===== config.mk =====
export PLATFORM = sky130hd
export DESIGN_NAME = fifo_stream_reader_flat
export DESIGN_NICKNAME = d
export VERILOG_FILES = /design/src/rtl/fifo_stream_reader_pkg.sv /design/src/rtl/fifo_stream_reader_if.sv /design/src/rtl/fifo_stream_reader_skid_buf.sv /design/src/rtl/fifo_stream_reader.sv /design/src/flat_wrapper.sv
export SDC_FILE = /design/constraint.sdc
export NUM_CORES = 1
export LEC_CHECK = 0
export CAP_MARGIN = 20
export CORE_ASPECT_RATIO = 0.75
export CORE_MARGIN = 2
export CORE_UTILIZATION = 24
export DETAILED_ROUTE_END_ITERATION = 8
export GPL_TIMING_DRIVEN = 0
export SLEW_MARGIN = 20
export SYNTH_ARGS = -nofsm -noshare
export SYNTH_HDL_FRONTEND = slang
export SYNTH_SLANG_ARGS = --single-unit
export TNS_END_PERCENT = 20

===== constraint.sdc =====
create_clock -name clk -period 2.2 [get_ports clk]
set_clock_uncertainty 0.15 [all_clocks]
set_input_delay 0.22 -clock clk [delete_from_list [all_inputs] [get_ports clk]]
set_output_delay 0.22 -clock clk [all_outputs]
set_load 0.02 [all_outputs]

===== src/rtl/fifo_stream_reader_pkg.sv =====
// Shared definitions for the FIFO read-side drain engine.
package fifo_stream_reader_pkg;

    // Data word width, matching the synchronous FIFO default.
    localparam int unsigned FIFO_WIDTH = 8;
    // Words the skid buffer holds; also the cap on buffered plus in-flight words.
    localparam int unsigned BUF_DEPTH  = 2;
    // Default width of the delivered-word counter.
    localparam int unsigned XFER_CNT_W = 16;

    // Buffer occupancy, 0..BUF_DEPTH.
    typedef logic [1:0] occ_t;

endpackage


===== src/rtl/fifo_stream_reader_if.sv =====
// Valid/ready word stream between the drain engine and its consumer.
interface fifo_stream_reader_if #(
    parameter int unsigned WIDTH = 8
) ();

    logic             valid;
    logic             ready;
    logic [WIDTH-1:0] data;

    modport master (output valid, output data, input ready);
    modport slave  (input valid, input data, output ready);

endinterface


===== src/rtl/fifo_stream_reader_skid_buf.sv =====
// Two-entry in-order buffer; the head entry drives the stream outputs directly.
module fifo_stream_reader_skid_buf
    import fifo_stream_reader_pkg::*;
#(
    parameter int unsigned WIDTH = FIFO_WIDTH
) (
    input  logic             clk,
    input  logic             rst,
    input  logic             push,
    input  logic [WIDTH-1:0] push_data,
    input  logic             pop,
    output logic             head_valid,
    output logic [WIDTH-1:0] head_data,
    output occ_t             occ
);

    logic [WIDTH-1:0] tail_q;
    logic [WIDTH-1:0] head_d;
    logic [WIDTH-1:0] tail_d;
    occ_t             occ_d;

    // Next-state: a landing word joins behind the head, or becomes head if the head leaves.
    always_comb begin
        head_d = head_data;
        tail_d = tail_q;
        occ_d  = occ;
        case (occ)
            2'd0: begin
                if (push) begin
                    head_d = push_data;
                    occ_d  = 2'd1;
                end
            end
            2'd1: begin
                if (push && pop) begin
                    head_d = push_data;
                end else if (push) begin
                    tail_d = push_data;
                    occ_d  = 2'd2;
                end else if (pop) begin
                    occ_d  = 2'd0;
                end
            end
            default: begin
                if (pop) begin
                    head_d = tail_q;
                    if (push) begin
                        tail_d = push_data;
                    end else begin
                        occ_d  = 2'd1;
                    end
                end
            end
        endcase
    end

    // Buffer registers; valid is registered from the next occupancy.
    always_ff @(posedge clk) begin
        if (rst) begin
            occ        <= '0;
            head_valid <= 1'b0;
            head_data  <= '0;
            tail_q     <= '0;
        end else begin
            occ        <= occ_d;
            head_valid <= (occ_d != 2'd0);
            head_data  <= head_d;
            tail_q     <= tail_d;
        end
    end

    // Occupancy must stay within 0..BUF_DEPTH.
    a_no_overflow: assert property (@(posedge clk) disable iff (rst)
        !(push && !pop && (occ == occ_t'(BUF_DEPTH))));
    a_no_underflow: assert property (@(posedge clk) disable iff (rst)
        !(pop && (occ == 2'd0)));

endmodule


===== src/rtl/fifo_stream_reader.sv =====
// Read-side drain engine: pops a synchronous FIFO and streams words out on valid/ready.
module fifo_stream_reader
    import fifo_stream_reader_pkg::*;
#(
    parameter int unsigned WIDTH = FIFO_WIDTH,
    parameter int unsigned CNT_W = XFER_CNT_W
) (
    input  logic                 clk,
    input  logic                 rst,
    input  logic                 en,
    input  logic                 fifo_empty,
    output logic                 fifo_read,
    input  logic [WIDTH-1:0]     fifo_data,
    fifo_stream_reader_if.master m,
    output logic [CNT_W-1:0]     xfer_count,
    output logic                 idle
);

    occ_t             occ;
    logic             inflight;
    logic             pop;
    logic [2:0]       occ_after;
    logic             head_valid;
    logic [WIDTH-1:0] head_data;

    // Issue a read only when the word it returns is guaranteed a buffer slot;
    // m.ready feeds in combinationally so a pop frees its slot in the same cycle.
    always_comb begin
        pop       = head_valid & m.ready;
        occ_after = 3'(occ) + 3'(inflight) - 3'(pop);
        fifo_read = en & ~fifo_empty & ~rst & (occ_after < 3'(BUF_DEPTH));
        idle      = (occ == 2'd0) & ~inflight & (~en | fifo_empty);
    end

    // Read data arrives one cycle after the strobe.
    always_ff @(posedge clk) begin
        if (rst) begin
            inflight <= 1'b0;
        end else begin
            inflight <= fifo_read;
        end
    end

    // Count accepted output words, wrapping at 2^CNT_W.
    always_ff @(posedge clk) begin
        if (rst) begin
            xfer_count <= '0;
        end else if (pop) begin
            xfer_count <= xfer_count + CNT_W'(1);
        end
    end

    fifo_stream_reader_skid_buf #(
        .WIDTH (WIDTH)
    ) u_skid_buf (
        .clk        (clk),
        .rst        (rst),
        .push       (inflight),
        .push_data  (fifo_data),
        .pop        (pop),
        .head_valid (head_valid),
        .head_data  (head_data),
        .occ        (occ)
    );

    assign m.valid = head_valid;
    assign m.data  = head_data;

endmodule


===== src/flat_wrapper.sv =====
// flat-port wrapper written by rule: the top's interface ports become plain ports
module fifo_stream_reader_flat import fifo_stream_reader_pkg::*;
#(
    parameter int unsigned WIDTH = FIFO_WIDTH,
    parameter int unsigned CNT_W = XFER_CNT_W
)
  (clk, rst, en, fifo_empty, fifo_read, fifo_data, xfer_count, idle, m_valid, m_data, m_ready);
  fifo_stream_reader_if #(.WIDTH(WIDTH)) m_i ();
  input  logic clk;
  input  logic rst;
  input  logic en;
  input  logic fifo_empty;
  output logic fifo_read;
  input  logic [WIDTH-1:0] fifo_data;
  output logic [CNT_W-1:0] xfer_count;
  output logic idle;
  output wire logic [$bits(m_i.valid)-1:0] m_valid;
  output wire logic [$bits(m_i.data)-1:0] m_data;
  input wire logic [$bits(m_i.ready)-1:0] m_ready;
  assign m_valid = m_i.valid;
  assign m_data = m_i.data;
  assign m_i.ready = m_ready;
  fifo_stream_reader #(.WIDTH(WIDTH), .CNT_W(CNT_W)) u_core (.clk(clk), .rst(rst), .en(en), .fifo_empty(fifo_empty), .fifo_read(fifo_read), .fifo_data(fifo_data), .m(m_i), .xfer_count(xfer_count), .idle(idle));
endmodule

[Word level (Yosys, flattened, before mapping)]
Index checks and enable logic that the tools add are counted.
Cells by class
  bitwise logic cells: 12
  magnitude comparators: 1
  equality and inequality tests: 4
  mux-type cells: 15
  reduce and logical (&&, ||, !) cells: 7
  $add $sub $neg: 3
Operators by type and width (count)
  $mux W8: 6
  $pmux W8 S2: 2
  $add A16 B1 Y16 const B: 1
  $mux W2: 6
  $and A1 B1 Y1: 6
  $reduce_and A3 Y1: 2
  $not A1 Y1: 5
  $ne A2 B2 Y1 const B: 2
  $pmux W2 S2: 1
  $reduce_bool A2 Y1: 2
  $add A2 B1 Y3: 1
  $lt A3 B2 Y1 const B: 1
  $reduce_bool A3 Y1: 1
  $sub A3 B1 Y3: 1
  $eq A2 B1 Y1 const B: 1
  $logic_not A2 Y1: 1
  $ne A2 B1 Y1 const B: 1
  $logic_and A1 B1 Y1: 1
  $or A1 B1 Y1: 1
Word-level totals
  output and inout port bits: 27
  bits in registers: 36
  logic and storage cells: 48

[Logic depth before layout (Yosys ltp)]
  word-level depth: 6
  depth in mapped cells: 6
  gate-level depth less buffers: 6

[By module]
A second synthesis with hierarchy kept.
Unflattened totals
  cells, all modules: 184
  area, all modules: 1793.0 um2
By module, submodules not included
  fifo_stream_reader_skid_buf: cells each 91, area an instance 954.7 um2, instances 1
  fifo_stream_reader: cells each 93, area an instance 838.3 um2, instances 1

[Least setup slack after synthesis]
OpenSTA, ideal clock, no wires.
  path type: register -> output
  start: reg u_core.u_skid_buf.head_valid
  end: out fifo_read
  arrival time: 1.884 ns
  path slack: -0.054 ns
  cell stages (with the launch flop): 6
  cell sequence: dfxtp_1 nand2_1 and2_1 o21ai_0 fa_1 and4b_1
Between the ends
  word-level cells in the longest chain between the ends: 4
Ends and longest elaborated chain
  start: declaration: line fifo_stream_reader_skid_buf.sv:12  | output logic head_valid,
  start signal: assignment: line fifo_stream_reader_skid_buf.sv:66  | head_valid <= (occ_d != 2'd0);
  $and A1 B1 Y1: line fifo_stream_reader.sv:29  | pop = head_valid & m.ready;
  $sub A3 B1 Y3: line fifo_stream_reader.sv:30  | occ_after = 3'(occ) + 3'(inflight) - 3'(pop);
  $lt A3 B2 Y1: line fifo_stream_reader.sv:31  | fifo_read = en & ~fifo_empty & ~rst & (occ_after < 3'(BUF_DEPTH));
  $and A1 B1 Y1: line fifo_stream_reader.sv:31
  end: declaration: line flat_wrapper.sv:13  | output logic fifo_read;
Every way passes these cells.

[Worst setup path after layout]
  start: reg u_core.inflight
  end: out fifo_read
Between the ends
  word-level cells in the longest chain between the ends: 4
Ends and longest elaborated chain
  start: declaration: line fifo_stream_reader.sv:20  | logic inflight;
  start signal: assignment: line fifo_stream_reader.sv:40  | inflight <= fifo_read;
  $add A2 B1 Y3: line fifo_stream_reader.sv:30
  $sub A3 B1 Y3: line fifo_stream_reader.sv:30
  $lt A3 B2 Y1: line fifo_stream_reader.sv:31
  $and A1 B1 Y1: line fifo_stream_reader.sv:31
Every way passes these cells.

==> impl_metrics.yaml <==
run_status:
  status: "finished, violations left"
  violations: "negative setup slack"
setup_path:
  cpPeakStageDelay_ps: 370
  worst-path-buf-inv: 1
  timing.critical_path.from: "u_core.inflight"
  worstPathCellList: "and3b_2, o21ai_2, fa_2, xnor2_2, and4b_1, buf_6"
  worst-endpoint-arrival_ps: 1880
  end_kind: "output port"
  required_time_at_the_worst_slack_endpoint_ps: 1830
  worst-path-max-fanout: 7
  critPathLaunchType: "register"
  setup.worst_path.class: "register to output port"
  origin_of_the_critical_flop_to_flop_path: "u_core.xfer_count[0]"
  crit_slowest_cell: "sky130_fd_sc_hd__dfxtp_4"
  worst_path_dominant_cell_family: "simple AND/OR/NAND/NOR gates"
worst_hold_path:
  worstHoldStart: "m_ready"
  min-delay-path-class: "input port to register"
placement:
  globalplace.congestion: 0.751
  port_buffers: 38
  post-place-cells: 306
  hpwlAfterDp_um: 2820
routing:
  drt-pass1-iter-count: 4
  final_antenna_net_count: 0
  detail_route.wirelength_um: 3910
  vias: 1402
  drt-vias-per-instance: 4.42
  routed_wire_length_per_instance_um: 12.3
  drtIter0Drc: 43
  drc_errors: 0
synthesis:
  yosys-mux-area-fraction_pct: 9.47
  synth_xor_area_share_pct: 5.70
  post_synthesis_net_count: 199
  syn-cell-area_um2: 1690
  synth-simple-area-share_pct: 27.6
  synthAdderAreaFrac_pct: 1.92
  yosysWarningCount: 0
  synth_cell_types: 35
  synthesis.area_per_instance_um2: 9.19
  async_set_or_reset_flop_fraction_in_the_synthesized_netlist_pct: 0
  synthFlopType: "sky130_fd_sc_hd__dfxtp_1"
  synth_largest_area_cell: "sky130_fd_sc_hd__dfxtp_1"
  main_combinational_cell_family_by_area_after_synthesis: "simple AND/OR/NAND/NOR gates"
  synth_common_cells: "36 x sky130_fd_sc_hd__dfxtp_1, 22 x sky130_fd_sc_hd__nor2_1, 17 x sky130_fd_sc_hd__nand2b_1"
  synth.ff_latch_count: 36
  synth_area_leaders: "sky130_fd_sc_hd__dfxtp_1 43%, sky130_fd_sc_hd__mux2i_1 9.5%, sky130_fd_sc_hd__nand2b_1 6.3%"
  synth_cells: 184
  synth-compound-area-share_pct: 9.55
  synth_top_cell_area_share_pct: 42.6
  synth.most_common_cell: "sky130_fd_sc_hd__dfxtp_1"
  yosysSeqAreaShare_pct: 42.6
  synth_edf_count: 0
cts:
  htree_num_levels: 2
  numClockSinks: 36
  clock-root-buffer: "sky130_fd_sc_hd__clkbuf_8"
  path_clk_slew_ps: 70
  clockBufferDepth: 2
  clkLatencyLatePin_ps: 280
  tritoncts: "done"
  cts_inserted_buffers: 5
floorplanning:
  die-area_um2: 7740
  floorplan.rows: 26
  number_of_i_o_pins: 40
  core_um2: 6830
  floorplan.initialDensity_pct: 24.7
  dieHeight_um: 76.7
  fp.dieW_um: 101
grt:
  grt_max_degree: 11
  initial_antenna_violation_count: 0
  grt_pass1_vias: 1295
  gr_usage_total_pct: 10.5
  wire_length_of_the_first_global_routing_pass_um: 6380
  grt_overflow: 0
timing:
  finalSetupViolCount: 1
  max_clock_freq_mhz: 444
  layout_min_cycle_time_ps: 2250
  tightest_slew_ps: 529
  timing.final.ws_setup_ps: -51.2
  timing_hold_violations_final: 0
  timing.final.max_slew_violations: 0
  rsz0062_at_grt: "true"
  maxSlewHeadroom_pct: 64.4
  period_share_pct: 102
final_layout:
  fillers: 710
  finish.net_count: 247
  num_antenna_cells: 0
  area.growth.synth_to_final_pct: 36.9
  final-instance-count-excl-fill: 317
  multiInputGateArea_um2: 938
  layout-drive-gt1-share_pct: 11.6
  sequential_cell_area_um2: 728
power_and_ir_drop:
  p_leak_nw: 0.740
  totalPowerFinal_mw: 1.35
  vdd_drop_max_uv: 214
  power-per-cell-area_nw_per_um2: 585
run:
  maxCapViolations: 0
-- sequential cells by signal, summed over array words and instances, names as in the netlist --
register                      count
u_core.u_skid_buf.head_valid      1
u_core.inflight                   1
u_core.xfer_count                16
u_core.u_skid_buf.head_data       8
u_core.u_skid_buf.occ             2
u_core.u_skid_buf.tail_q          8
-- cells by family after synthesis --
kind of cell             count (synthesis)
AO/OA/AOI/OAI                           26
XOR/XNOR                                11
adder cells (fa/ha/maj)                  2
buffers and inverters                   13
flip-flops                              36
multiplexers                            16
AND/OR/NAND/NOR                         80
-- metrics by stage --
step	cell area, µm²	hold WS (ps)	TNS (ps)	setup WS, ps	util (%)
2_1_floorplan	1690	225	0	114	-
3_3_place_gp	2180	309	-1490	-921	31.9
3_5_place_dp	2180	317	-2230	-949	31.9
4_1_cts	2280	305	-143	-143	33.4
5_1_grt	2310	207	-143	-143	33.9
6_report	2310	182	-51.2	-51.2	33.9
-- cell type report --
class	instances	area share, %
Buffer	9	1.68
Multi-Input combinational cell	135	40.6
Tap cell	84	4.54
Clock buffer	8	3.89
Inverter	4	0.649
Timing Repair Buffer	41	17.2
Sequential cell	36	31.5
-- where the power goes --
part	internal, mW	total [mW]	switching, mW	leakage (nW)
logic	0.0879	0.179	0.0910	0.402
clock network	0.256	0.488	0.232	0.0455
registers	0.670	0.687	0.0170	0.293
total	1.01	1.35	0.340	0.740
-- layer usage --
metal / vias up / track usage, % / part of all wire [%]
met5: - / 0 / 0
met4: 0 / 4.05 / 1.3
met3: 5 / 3.37 / 5.0
met2: 23 / 15.4 / 43
met1: 638 / 14.4 / 51
li1: 736 / - / -
-- worst min-delay path: stages --
cell                       delay, ps
sky130_fd_sc_hd__clkbuf_2        180
sky130_fd_sc_hd__nand3_1         120
sky130_fd_sc_hd__a21oi_1          50
-- layout by cell type, fill, tap and decap left out, types with 2 or more instances in the layout --
master,count
sky130_fd_sc_hd__clkdlybuf4s50_1,35
sky130_fd_sc_hd__dfxtp_1,34
sky130_fd_sc_hd__nor2_1,22
sky130_fd_sc_hd__nand2b_1,17
sky130_fd_sc_hd__mux2i_1,16
sky130_fd_sc_hd__xnor2_1,9
sky130_fd_sc_hd__a21oi_1,8
sky130_fd_sc_hd__a211oi_1,8
sky130_fd_sc_hd__clkbuf_1,6
sky130_fd_sc_hd__nand2_1,6
sky130_fd_sc_hd__clkbuf_8,6
sky130_fd_sc_hd__nor4_1,5
sky130_fd_sc_hd__o21ai_0,5
sky130_fd_sc_hd__or3_1,5
sky130_fd_sc_hd__nor3_1,5
sky130_fd_sc_hd__buf_2,4
sky130_fd_sc_hd__inv_1,4
sky130_fd_sc_hd__nand3_1,4
sky130_fd_sc_hd__buf_4,3
sky130_fd_sc_hd__nor2b_1,2
sky130_fd_sc_hd__and4b_1,2
sky130_fd_sc_hd__a21boi_0,2
sky130_fd_sc_hd__nand4_1,2
sky130_fd_sc_hd__dfxtp_4,2
-- path summary, 6_finish.rpt --
check | end | cells after the start | slack [ps]
min reg2reg | u_core.u_skid_buf.tail_q[5] | 2 | 330
max | fifo_read | 6 | -50
max reg2reg | u_core.xfer_count[14] | 5 | 250
min | u_core.xfer_count[1] | 3 | 180
-- what timing repair did --
action                                  4_1_cts  5_1_grt
resized for setup                            13        7
hold buffers                                  0        0
endpoints found under the hold margin         0        0
setup buffers                                 1        2
pin swaps                                     0        4
endpoints found under the setup margin        2        1
No activity file was read; power rests on OpenSTA's default activity.
